--- config.mk ---
export PLATFORM = sky130hd
export DESIGN_NAME = axis_to_vector
export DESIGN_NICKNAME = d
export VERILOG_FILES = /design/src/rtl/axis_to_vector.sv
export SDC_FILE = /design/constraint.sdc
export NUM_CORES = 1
export LEC_CHECK = 0
export CORE_ASPECT_RATIO = 1.2
export CORE_MARGIN = 1
export CORE_UTILIZATION = 40
export CTS_CLUSTER_DIAMETER = 30
export DETAILED_ROUTE_END_ITERATION = 8
export GPL_TIMING_DRIVEN = 0
export PLACE_DENSITY_LB_ADDON = 0.15
export SLEW_MARGIN = 20
export SYNTH_ARGS = -nofsm -noshare
export SYNTH_HDL_FRONTEND = slang
export SYNTH_SLANG_ARGS = --single-unit
--- constraint.sdc ---
create_clock -name clk -period 3 [get_ports clk]
set_input_delay 0.9 -clock clk [delete_from_list [all_inputs] [get_ports clk]]
set_output_delay 0.9 -clock clk [all_outputs]
set_load 0.05 [all_outputs]
--- src/rtl/axis_to_vector.sv ---
// Assembles BEATS = VEC_BYTES/AXIS_BYTES AXI-Stream beats into one wide vector (valid/ready out).
// Optional tlast framing check enabled by defining AXIS_TO_VECTOR_TLAST_CHECK_EN.
module axis_to_vector #(
  parameter int VEC_BYTES  = 1,
  parameter int AXIS_BYTES = 1,
  parameter int MSB_FIRST  = 0
) (
  input  logic                    clk,
  input  logic                    sresetn,
  output logic                    axis_tready,
  input  logic                    axis_tvalid,
  input  logic                    axis_tlast,
  input  logic [AXIS_BYTES*8-1:0] axis_tdata,
  output logic [VEC_BYTES*8-1:0]  vec,
  output logic                    vec_valid,
  input  logic                    vec_ready,
  output logic                    err
);

  localparam int BEATS = VEC_BYTES / AXIS_BYTES;
  localparam int CTR_W = (BEATS > 1) ? $clog2(BEATS) : 1;
  localparam int SW    = AXIS_BYTES * 8;
  localparam int VW    = VEC_BYTES * 8;
  localparam logic [CTR_W-1:0] LAST = CTR_W'(BEATS - 1);

  logic [CTR_W-1:0] ctr_q, ctr_d;
  logic [VW-1:0]    asm_q, asm_d;
  logic [VW-1:0]    vec_q, vec_d;
  logic             vec_valid_q, vec_valid_d;
  logic             asm_full_q, asm_full_d;
  logic             tready_q;

  logic             beat_acc;
  logic             vec_acc;
  logic             final_beat;
  logic             early_last;
  logic [CTR_W-1:0] slot;
  logic [VW-1:0]    merged;

  assign beat_acc   = axis_tvalid && tready_q;
  assign vec_acc    = vec_valid_q && vec_ready;
  assign final_beat = (ctr_q == LAST);
  assign slot       = (MSB_FIRST != 0) ? (LAST - ctr_q) : ctr_q;

`ifdef AXIS_TO_VECTOR_TLAST_CHECK_EN
  logic err_q, err_d;

  assign early_last = axis_tlast && !final_beat;

  // Both an early tlast and a missing tlast on the final beat are framing errors.
  always_comb begin
    err_d = beat_acc && (early_last || (final_beat && !axis_tlast));
  end

  always_ff @(posedge clk or negedge sresetn) begin
    if (!sresetn) begin
      err_q <= 1'b0;
    end else begin
      err_q <= err_d;
    end
  end

  assign err = err_q;
`else
  logic unused_tlast;

  assign unused_tlast = axis_tlast;
  assign early_last   = 1'b0;
  assign err          = 1'b0;
`endif

  always_comb begin
    merged = asm_q;
    for (int s = 0; s < BEATS; s++) begin
      if (CTR_W'(s) == slot) begin
        merged[s*SW +: SW] = axis_tdata;
      end
    end
  end

  always_comb begin
    ctr_d       = ctr_q;
    asm_d       = asm_q;
    vec_d       = vec_q;
    vec_valid_d = vec_valid_q;
    asm_full_d  = asm_full_q;

    if (vec_acc) begin
      if (asm_full_q) begin
        vec_d      = asm_q;
        asm_full_d = 1'b0;
      end else begin
        vec_valid_d = 1'b0;
      end
    end

    // A beat can only be accepted while asm is free, so asm_full_q is 0 here.
    if (beat_acc) begin
      asm_d = merged;
      if (early_last) begin
        ctr_d = '0;
      end else if (!final_beat) begin
        ctr_d = ctr_q + 1'b1;
      end else begin
        ctr_d = '0;
        if (!vec_valid_q || vec_acc) begin
          vec_d       = merged;
          vec_valid_d = 1'b1;
        end else begin
          asm_full_d = 1'b1;
        end
      end
    end
  end

  always_ff @(posedge clk or negedge sresetn) begin
    if (!sresetn) begin
      ctr_q       <= '0;
      asm_q       <= '0;
      vec_q       <= '0;
      vec_valid_q <= 1'b0;
      asm_full_q  <= 1'b0;
      tready_q    <= 1'b0;
    end else begin
      ctr_q       <= ctr_d;
      asm_q       <= asm_d;
      vec_q       <= vec_d;
      vec_valid_q <= vec_valid_d;
      asm_full_q  <= asm_full_d;
      tready_q    <= !asm_full_d;
    end
  end

  assign axis_tready = tready_q;
  assign vec         = vec_q;
  assign vec_valid   = vec_valid_q;

endmodule
[Word level (Yosys, flattened, before mapping)]
Cells that the tools add are included.
Cells by class
  add/sub/neg operators: 1
  multiply operators: 0
  div/mod/pow operators: 0
  magnitude comparators: 0
  equal/unequal tests: 0
  shift-type cells: 0
  multiplexer cells: 16
  bitwise operators: 0
  reduce and logical (&&, ||, !) cells: 5
Operator list (number)
  8-bit 2-to-1 mux: 6
  1-bit 2-to-1 mux: 10
  1-bit logical AND: 2
  1-bit zero test: 2
  1-bit adder, second input constant: 1
  1-bit logical OR: 1
Storage, ports and cells
  flip-flop bits (word level): 20
  latch bits: 0
  RAM bits: 0
  bits in read-only memories: 0
  input port bits: 13
  output and inout port bits: 11
  logic and storage cells: 28
  memories kept: 0

[Longest topological paths before layout]
  depth in word-level cells: 6
  depth in mapped cells: 5
  mapped depth without buffers: 3

[Worst setup path after synthesis]
No wires, ideal clock.
  path type: input -> register
  start: in axis_tvalid
  end: reg asm_q[0]
  library setup time: 0.125 ns
  arrival time: 1.641 ns
  setup slack: 1.235 ns
  stages on the path: 3
  buffers on the path: 1
  cell sequence: nand2_1 -> buf_2 -> mux2_2
On the way
  longest elaborated chain between the ends: 1
RTL lines
  start: declaration: line 11  | input logic axis_tvalid,
  1-bit logical AND: line 40  | assign beat_acc = axis_tvalid && tready_q;
  end signal: assignment: line 126  | asm_q <= asm_d;
  end: declaration: line 27  | logic [VW-1:0] asm_q, asm_d;
No other way between the ends.
A chain may end at the register's enable or synchronous reset.

[Final worst setup path]
  start: reg vec_valid_q, in the netlist vec_valid
  end: out vec_valid
RTL lines
  start: declaration: line 29  | logic vec_valid_q, vec_valid_d;
  start signal: assignment: line 128  | vec_valid_q <= vec_valid_d;
  end: declaration: line 15  | output logic vec_valid,
No word-level cell between the ends.

==> metrics.md <==
| Metric | Value |
|---|---|
| Starting DRT DRC Count | `14` |
| Die area | `2230 µm²` |
| Static Leak | `0.465 nW` |
| Cell type with the largest total area after synthesis | `dfrtp_1` |
| Worst path max stage delay | `0.83 ns` |
| Setup bufs post-CTS | `0` |
| Setup WS post-layout | `0.529 ns` |
| Syn Inst Count | `75` |
| Routability cong. | `0.734` |
| Instance area at placement | `1050 µm²` |
| Clock Pin Slew Worst Setup and Hold Paths | `0.10 ns` |
| Antenna fix cells | `0` |
| CTS tree | `done` |
| TritonCTS buffer count | `3` |
| Synthesized area | `818 µm²` |
| Final hold slack | `0.516 ns` |
| Total of max-cap violations | `0` |
| Final #Nets | `114` |
| Crit Path Max Fanout | `6` |
| Clk pwr share | `0.105` |
| Post-place setup slack | `0.567 ns` |
| RSZ-0062 raised after global routing | `false` |
| Initial Utilization | `0.437` |
| Vias in the first global route | `644` |
| DRC | `0` |
| Per-cell routed wire length | `14.3 µm` |
| Post-synth top flop | `dfrtp_1` |
| Sw power | `0.000538 W` |
| I/O pin count | `24` |
| Gr usage total | `0.182` |
| Final instance area | `1080 µm²` |
| IO Port Bufs | `21` |
| Remaining antenna violation count | `0` |
| Worst skew pair latency | `0.29 ns` |
| # setup viols final | `0` |
| Post_cts resized | `0` |
| Final hold vios | `0` |
| Detailed Place HPWL | `1.13 mm` |
| # rows | `17` |
| # H-tree levels | `1` |
| Status | `complete, no violations` |
| Slew Limit Fails | `0` |
| Die width | `43.3 µm` |
| Critical Path RT | `2.10 ns` |
| Worst Skew | `0.00109 ns` |
| Worst slew pin tran | `0.821 ns` |
| Max rail drop VDD | `0.644 mV` |
| Ranking of synthesized cells by area | `dfrtp_1 (58%), mux2_2 (11%), nand2_1 (8.3%), a31oi_1 (6.1%), nor3_1 (4.9%)` |
| Int Pwr | `0.000664 W` |
| Mean area per synthesized cell | `10.9 µm²` |
| Async SR Flop Fraction | `1.00` |
| Layout cells sized above 1 | `0.170` |
| Worst path bufs/invs | `1` |
| Critical-path top delay cell | `clkdlybuf4s50_1` |
| Relative slew slack | `0.451` |
| Post-synthesis cell type count | `18` |
| #FFs+latches synth | `19` |
| Most frequent cell after synthesis | `dfrtp_1` |
| Worst path cell trace | `clkdlybuf4s50_1` |
| CTS Sinks | `19` |
| Die Height | `51.5 µm` |
| Core ar. | `1870 µm²` |
| Sequential Power Share | `0.366` |
| Endpoint class of the critical path | `output port` |
| Vias per Instance | `5.55` |
| FILL cells | `183` |
| Hold Crit Class | `reg -> reg` |
| Commonest cells in the netlist | `dfrtp_1 (19), nand2_1 (18), a31oi_1 (8), mux2_2 (8), nor3_1 (8)` |
| Critical Path Start Type | `register` |
| Ratio of final minimum period to clock period | `0.824` |
| Post-Route WL | `1.70 mm` |
| Clock Tree Buf Depth | `2` |
| Sequential share of the synthesized area | `0.581` |
| Critical path arrival | `1.57 ns` |
| Global-route wire length before repair | `2.88 mm` |
| Synth warnings | `0` |
| CTS Root Cell | `clkbuf_4` |
| Sw Share | `0.448` |
| Share of the synthesized area in the top cell type | `0.581` |
| Number of flops mapped to enable cells by yosys | `0` |
| Setup tns final | `0 ns` |
| Crit Path Class | `reg -> out` |
| Achievable frequency | `405 MHz` |
| Power per cell area | `1110 nW/µm²` |
| Combinational share of power | `0.528` |
| Via count | `661` |
| Antenna violations before repair | `0` |
| Remaining global-route overflow | `0` |
| Area growth, synth to finish | `32.0%` |
| Min Tclk post-route | `2.47 ns` |
| Critical path's top delay family | `buffers and inverters` |
| Pre-antenna DRT Iters | `4` |
| Mapped Nets | `88` |
| CTS Hold Bufs | `0` |
| Largest net degree at the start of global routing | `20` |
-- routing by layer --
metal / GRT usage / vias up / wire length [µm]
li1: - / 313 / -
met1: 0.216 / 316 / 699
met2: 0.311 / 30 / 849
met3: 0.0208 / 2 / 130
met4: 0.116 / 0 / 16
met5: 0 / - / 0
-- kinds of logic after synthesis --
logic type | count (synthesis) | synth area share
AOI/OAI and AO/OA | 11 | 0.0917
buffers and inverters | 6 | 0.0520
DFF | 19 | 0.581
muxes | 8 | 0.110
other | 1 | 0.00458
and+or+nand+nor | 30 | 0.161
-- sequential cells by signal, summed over array words and instances (netlist names) --
name and cells:
asm_full_q 1, vec_valid 1, asm_q 8, vec 8
axis_tready 1
-- metrics by stage --
step	cells	util	total power (W)
global placement	115	0.562	0.00107
floorplan	75	-	0.000874
finish	119	0.577	0.00120
detailed placement	115	0.562	0.00108
global route	119	0.577	0.00127
CTS	119	0.577	0.00121
-- final timing paths --
path | startpoint | end | slack [ns] | depth (start not counted)
max | vec_valid | vec_valid | 0.53 | 1
min | asm_q[6] | asm_q[6] | 0.52 | 1
max reg2reg | axis_tready | asm_q[0] | 1.54 | 3
min reg2reg | asm_q[6] | asm_q[6] | 0.52 | 1
max in group asynchronous | sresetn | asm_q[4] | 1.43 | 1
min in group asynchronous | sresetn | vec[6] | 1.07 | 1
-- layout by cell type (no fill, tap or decap) --
cell type / n
a21o_1: 1
a21oi_1: 1
a31oi_1: 8
a31oi_2: 1
and3_1: 1
buf_1: 1
buf_2: 1
buf_4: 1
buf_6: 2
clkbuf_4: 3
clkdlybuf4s50_1: 21
clkinv_2: 1
conb_1: 1
dfrtp_1: 19
inv_1: 1
mux2_2: 8
nand2_1: 18
nand3_1: 1
nor2b_1: 1
nor3_1: 8
or2_1: 1
-- area by class of cell --
type / count / area [µm²] / share of cell area
repair buffers: 21 / 210 / 0.195
plain buffers: 5 / 38.8 / 0.0359
clock buffers: 3 / 22.5 / 0.0209
flip-flops and latches: 19 / 475 / 0.440
well taps: 19 / 23.8 / 0.0220
inverters: 1 / 3.75 / 0.00348
clock inverters: 1 / 5.00 / 0.00463
multi-input cells: 50 / 300 / 0.278
-- power by group through the flow --
stage | logic, W | clock network (W) | registers, W
finish | 0.000635 | 0.000127 | 0.000440
global route | 0.000675 | 0.000142 | 0.000456
CTS | 0.000638 | 0.000133 | 0.000440
detailed placement | 0.000636 | 0 | 0.000446
global placement | 0.000626 | 0 | 0.000439
floorplan | 0.000205 | 0 | 0.000669
Power figures use the tool's default switching activity.
